File: config.mk
export PLATFORM = sky130hd
export DESIGN_NAME = unpack
export DESIGN_NICKNAME = d
export VERILOG_FILES = /design/src/rtl/unpack.sv
export SDC_FILE = /design/constraint.sdc
export NUM_CORES = 1
export LEC_CHECK = 0
export ABC_AREA = 1
export ABC_CLOCK_PERIOD_IN_PS = 3900
export CORE_ASPECT_RATIO = 1.25
export CORE_UTILIZATION = 30
export DETAILED_ROUTE_END_ITERATION = 8
export PLACE_DENSITY = 0.52
export SETUP_SLACK_MARGIN = 0.5
export SYNTH_ARGS = -nofsm -noshare
export SYNTH_HDL_FRONTEND = slang
export SYNTH_SLANG_ARGS = --single-unit
export TNS_END_PERCENT = 50
File: constraint.sdc
create_clock -name clk -period 3.9 [get_ports clk]
set_input_delay 0.78 -clock clk [delete_from_list [all_inputs] [get_ports clk]]
set_output_delay 0.78 -clock clk [all_outputs]
set_load 0.01 [all_outputs]
File: src/rtl/unpack.sv
// Unpacks 32-bit storage words into a stream of 8-bit pixels, byte0 first.
// One word is fetched at a time; a new request is issued only after byte3 has been accepted.
module unpack #(
  parameter int NUM_PIX = 182,
  parameter int WORD_AW = 6
) (
  input  logic               clk,
  input  logic               rst_n,
  input  logic               start,
  output logic               word_req,
  output logic [WORD_AW-1:0] word_addr,
  input  logic               word_valid,
  input  logic [31:0]        word_data,
  output logic               pixel_valid,
  input  logic               pix_ready,
  output logic [7:0]         pix_addr,
  output logic [7:0]         out_data,
  output logic               done
);

  localparam logic [1:0] S_IDLE = 2'd0;
  localparam logic [1:0] S_REQ  = 2'd1;
  localparam logic [1:0] S_EMIT = 2'd2;
  localparam logic [1:0] S_DONE = 2'd3;

  localparam logic [7:0] LAST_PIX = 8'(NUM_PIX - 1);

  logic [1:0]         state_reg;
  logic [1:0]         byte_cnt_reg;
  logic [31:0]        word_reg;
  logic [WORD_AW-1:0] word_addr_reg;
  logic [7:0]         pix_addr_reg;

  always_ff @(posedge clk or negedge rst_n) begin
    if (!rst_n) begin
      state_reg     <= S_IDLE;
      byte_cnt_reg  <= 2'd0;
      word_reg      <= 32'd0;
      word_addr_reg <= '0;
      pix_addr_reg  <= 8'd0;
    end else begin
      case (state_reg)
        S_IDLE: begin
          if (start) begin
            state_reg     <= S_REQ;
            byte_cnt_reg  <= 2'd0;
            word_addr_reg <= '0;
            pix_addr_reg  <= 8'd0;
          end
        end
        S_REQ: begin
          if (word_valid) begin
            word_reg  <= word_data;
            state_reg <= S_EMIT;
          end
        end
        S_EMIT: begin
          if (pix_ready) begin
            pix_addr_reg <= pix_addr_reg + 8'd1;
            byte_cnt_reg <= byte_cnt_reg + 2'd1;
            // The final pixel ends the frame even mid-word; leftover bytes are dropped.
            if (pix_addr_reg == LAST_PIX) begin
              state_reg <= S_DONE;
            end else if (byte_cnt_reg == 2'd3) begin
              state_reg     <= S_REQ;
              word_addr_reg <= word_addr_reg + WORD_AW'(1);
            end
          end
        end
        S_DONE: begin
          state_reg <= S_IDLE;
        end
        default: begin
          state_reg <= S_IDLE;
        end
      endcase
    end
  end

  always_comb begin
    out_data = word_reg[7:0];
    case (byte_cnt_reg)
      2'd0:    out_data = word_reg[7:0];
      2'd1:    out_data = word_reg[15:8];
      2'd2:    out_data = word_reg[23:16];
      default: out_data = word_reg[31:24];
    endcase
  end

  assign word_req    = (state_reg == S_REQ);
  assign pixel_valid = (state_reg == S_EMIT);
  assign done        = (state_reg == S_DONE);
  assign word_addr   = word_addr_reg;
  assign pix_addr    = pix_addr_reg;

endmodule

Word level (Yosys, flattened, before mapping)
Index checks and enable logic that the tools add are counted.

Register bits: 50. Bits of input ports: 37. Output and inout bits: 25. Word-level logic and storage cells: 46.

Add/sub/neg operators: 3. Equality and inequality tests: 13. Multiplexer cells: 18. Reductions and logical operators: 7.

Operators by type and width (number): two-way mux 6 bit (4); case mux 8 bit (3 select lines) (1); two-way mux 8 bit (2); case mux 8 bit (2 select lines) (1); two-way mux 2 bit (7); case mux 6 bit (2 select lines) (1); adder 8 x 1 -> 8 bit, second input constant (1); equality test 2 bit, second input constant (4); equality test 8 bit, second input constant (1); case mux 2 bit (4 select lines) (1); adder 6 x 1 -> 6 bit, second input constant (1); inequality test 2 x 1 -> 1 bit, second input constant (3); AND reduction 5 bit (1); equality test 2 x 1 -> 1 bit, second input constant (2); logical NOT 2 bit (2); inequality test 2 bit, second input constant (2); case mux 2 bit (2 select lines) (1); AND reduction 4 bit (1); inequality test 3 x 1 -> 1 bit, second input constant (1); AND reduction 3 bit (1); adder 2 x 1 -> 2 bit, second input constant (1); AND reduction 2 bit (1); nonzero test 2 bit (1).

Depth between registers and ports, before layout
Depth in word-level cells: 5. Mapped depth: 9. Gate-level depth less buffers: 8.

Worst setup path after synthesis
Ideal clock, no wire load.

Path type: register to output. From: register byte_cnt_reg[0]. To: output port out_data[2]. Arrival: 1.167 ns. Data required time: 3.120 ns. Setup slack: 1.953 ns. Cell stages (with the launch flop): 6. Path buffers: 1. Cells stage by stage: dfrtp_1 > inv_1 > ha_1 > buf_1 > nand2_1 > a31oi_1.

Longest elaborated chain between the ends: 2.

Ends and longest elaborated chain: start, declared (line 29) `logic [1:0] byte_cnt_reg;`; start signal, assigned (line 60) `byte_cnt_reg <= byte_cnt_reg + 2'd1;`; equality test 2 bit, or another cell as far along (line 82) `case (byte_cnt_reg)`; case mux 8 bit (3 select lines) (*) (line 82); end, declared (line 17) `output logic [7:0] out_data,`.

Every way passes the cells marked *; elsewhere a longest branch is shown, timed or not.

Worst setup path in the final report
From: register byte_cnt_reg[0]. To: output port out_data[1].

The elaborated chain is that of the path after synthesis.

==> results.cfg <==
[layout]
most-common-layout-cells = 61 x nand2_1, 60 x clkdlybuf4s50_1, 50 x dfrtp_1, 30 x mux2_4, 22 x nor2_1
syn_to_final_growth_pct = 29.54
layout_commonest_cell = nand2_1
final-seq-area_um2 = 1251
layout-drive-gt1-share_pct = 17.23
largest_register_ffs = 32
antenna_cells = 0
multi_input_area_um2 = 1234
fill_cells = 890
final_nets = 368

[clock_network]
cts_buffer_depth = 2
htreeDepth = 2
cts_tree = done
cts_made_buffers = 5
ctsHoldBuffers = 0
cts-resized-gates = 0
clkLatencyLatePin_ns = 0.30
cts.sinks = 50
cts_setup_buffers = 0
path_clk_slew_ns = 0.09
cts_root_buf = clkbuf_8

[sta]
fin_crit_ns = 2.916
slew_violations = 0
rsz0062_at_grt = false
finalSetupTns_ns = 0
max-slew-margin-rel_pct = 50.21
tightest_slew_ns = 0.7469
finalSetupViolCount = 0
hold_viol_final = 0
finalCritPeriodShare_pct = 74.77
hold_slack_ns = 0.5189
finClkSkew_ns = 0.009711
fmax_mhz = 342.9

[min_path]
hold_class = reg -> reg

[die]
rows = 38
pin_count = 62
die_y_um = 107.4
dieWidth_um = 86.28
dieArea_um2 = 9263
start_util_pct = 30.78
core-area_um2 = 8653

[route]
drc = 0
postRouteAntennaNets = 0
drt_pass1_iterations = 4
dr.first_iter.drc_count = 64
vias = 2002
wl_um = 6097
wl_per_cell_um = 13.70
detail_route.vias_per_cell = 4.499

[setup_path]
worstPathMaxFanout = 10
startpoint_type = flip-flop
critical_path_required_ns = 3.12
crit_arrival_ns = 2.14
critPathCaptureType = output pin
crit_type = reg -> out
cpMaxStageDelayCell = clkdlybuf4s50_1
cpPeakStageDelay_ns = 0.57
worstPathCellList = ha_1 > inv_1 > nor2_1 > a31oi_1 > clkdlybuf4s50_1

[yosys]
yosysSeqAreaShare_pct = 46.97
syn_area_um2 = 2664
ys_types = 27
synth_area_per_cell_um2 = 10.01
synth_seq_cells = 50
yosys_warnings = 0
syn-num-nets = 310
synth_cells = 266

[placed_design]
io_buffers = 61
hpwl_um = 4358
globalplace.congestion = 0.7863

[outcome]
status = completed

[power_and_ir_drop]
vdd_drop_max_v = 0.0002268
p_leak_nw = 1.629
powerDensity_nw_per_um2 = 659.3

[run]
drv_cap = 0

[global_routing]
grt_max_degree = 33
track_usage_pct = 13.98
antenna_found_initial = 0
grt_overflow = 0
grt_pass1_vias = 2043
grt_pass1_wl_um = 10110
cell families (layout without fill, tap and decap cells):
| logic type | count (synthesis) | in the layout | synth area share (%) |
|---|---|---|---|
| DFF | 50 | 50 | 46.97 |
| xor gates and xnor gates | 1 | 1 | 0.3289 |
| AOI/OAI and AO/OA | 35 | 35 | 8.219 |
| and+or+nand+nor | 106 | 106 | 16.72 |
| buffers and inverters | 35 | 94 | 6.716 |
| muxes | 32 | 32 | 17.75 |
| adders and majority gates | 7 | 7 | 3.288 |
layer usage:
| metal | vias to the layer above | track usage [%] | part of all wire, % |
|---|---|---|---|
| met1 | 952 | 18.79 | 46 |
| met2 | 54 | 23.07 | 46 |
| met4 | 0 | 3.214 | 0.85 |
| met3 | 5 | 2.761 | 6.4 |
| met5 | - | 0 | 0 |
| li1 | 991 | - | - |
final timing paths:
check	endpoint	cells past startpoint	slack [ns]	start
setup / recovery	out_data[1]	5	0.98	byte_cnt_reg[0]$_DFFE_PN0P_
hold / removal	word_reg[18]$_DFFE_PN0P_	1	0.52	word_reg[18]$_DFFE_PN0P_
setup reg to reg	word_addr[1]$_DFFE_PN0P_	7	2.21	state_reg[0]$_DFFE_PN0P_
hold reg to reg	word_reg[18]$_DFFE_PN0P_	1	0.52	word_reg[18]$_DFFE_PN0P_
max in group asynchronous	word_reg[19]$_DFFE_PN0P_	2	2.63	rst_n
min in group asynchronous	word_reg[4]$_DFFE_PN0P_	1	0.53	rst_n
area by class of cell:
| type | count | share of cell area (%) |
|---|---|---|
| inverters | 24 | 2.611 |
| clock buffers | 5 | 1.994 |
| clock inverters | 3 | 1.269 |
| multi-input cells | 181 | 35.75 |
| repair buffers | 62 | 17.77 |
| well taps | 120 | 4.351 |
| flip-flops and latches | 50 | 36.26 |
metrics by stage:
step	setup slack, ns	std cells	power, mW	util [%]	cell area (um^2)
after global placement	1.299	437	1.921	38.58	3338
final	0.9839	445	2.275	39.88	3451
after CTS	0.9123	445	2.309	39.88	3451
after detailed placement	1.254	437	1.922	38.58	3338
after floorplan	1.953	266	1.573	-	2664
after global routing	0.8366	445	2.445	39.88	3451
synthesized netlist by cell type (all sizes together):
cell type,n,area share [%]
a21oi,8,1.5
nand3,12,2.3
buf,10,3.2
o31ai,2,0.56
nand2,64,9.5
o21bai,3,0.85
nand4,6,1.4
or2,1,0.24
mux2,32,18
o21a,1,0.28
inv,24,3.4
xnor2,1,0.33
dfrtp,50,47
clkbuf,1,0.14
o21ai,13,3.1
a31oi,8,1.9
nor2,23,3.3
ha,7,3.3
power breakdown:
part | total [mW] | internal (mW) | leakage [nW] | switching [mW]
logic | 1.04 | 0.575 | 0.944 | 0.463
registers | 0.867 | 0.722 | 0.627 | 0.145
clock network | 0.371 | 0.192 | 0.0585 | 0.178
total | 2.28 | 1.49 | 1.63 | 0.786
worst max-delay path, delay by kind of cell (launching register included):
kind	cells	cell delay, ns
buffers and inverters	2	0.85
DFF	1	0.41
adders and majority gates	1	0.33
AOI/OAI and AO/OA	1	0.18
and+or+nand+nor	1	0.07
(Power assumes the default switching activity.)
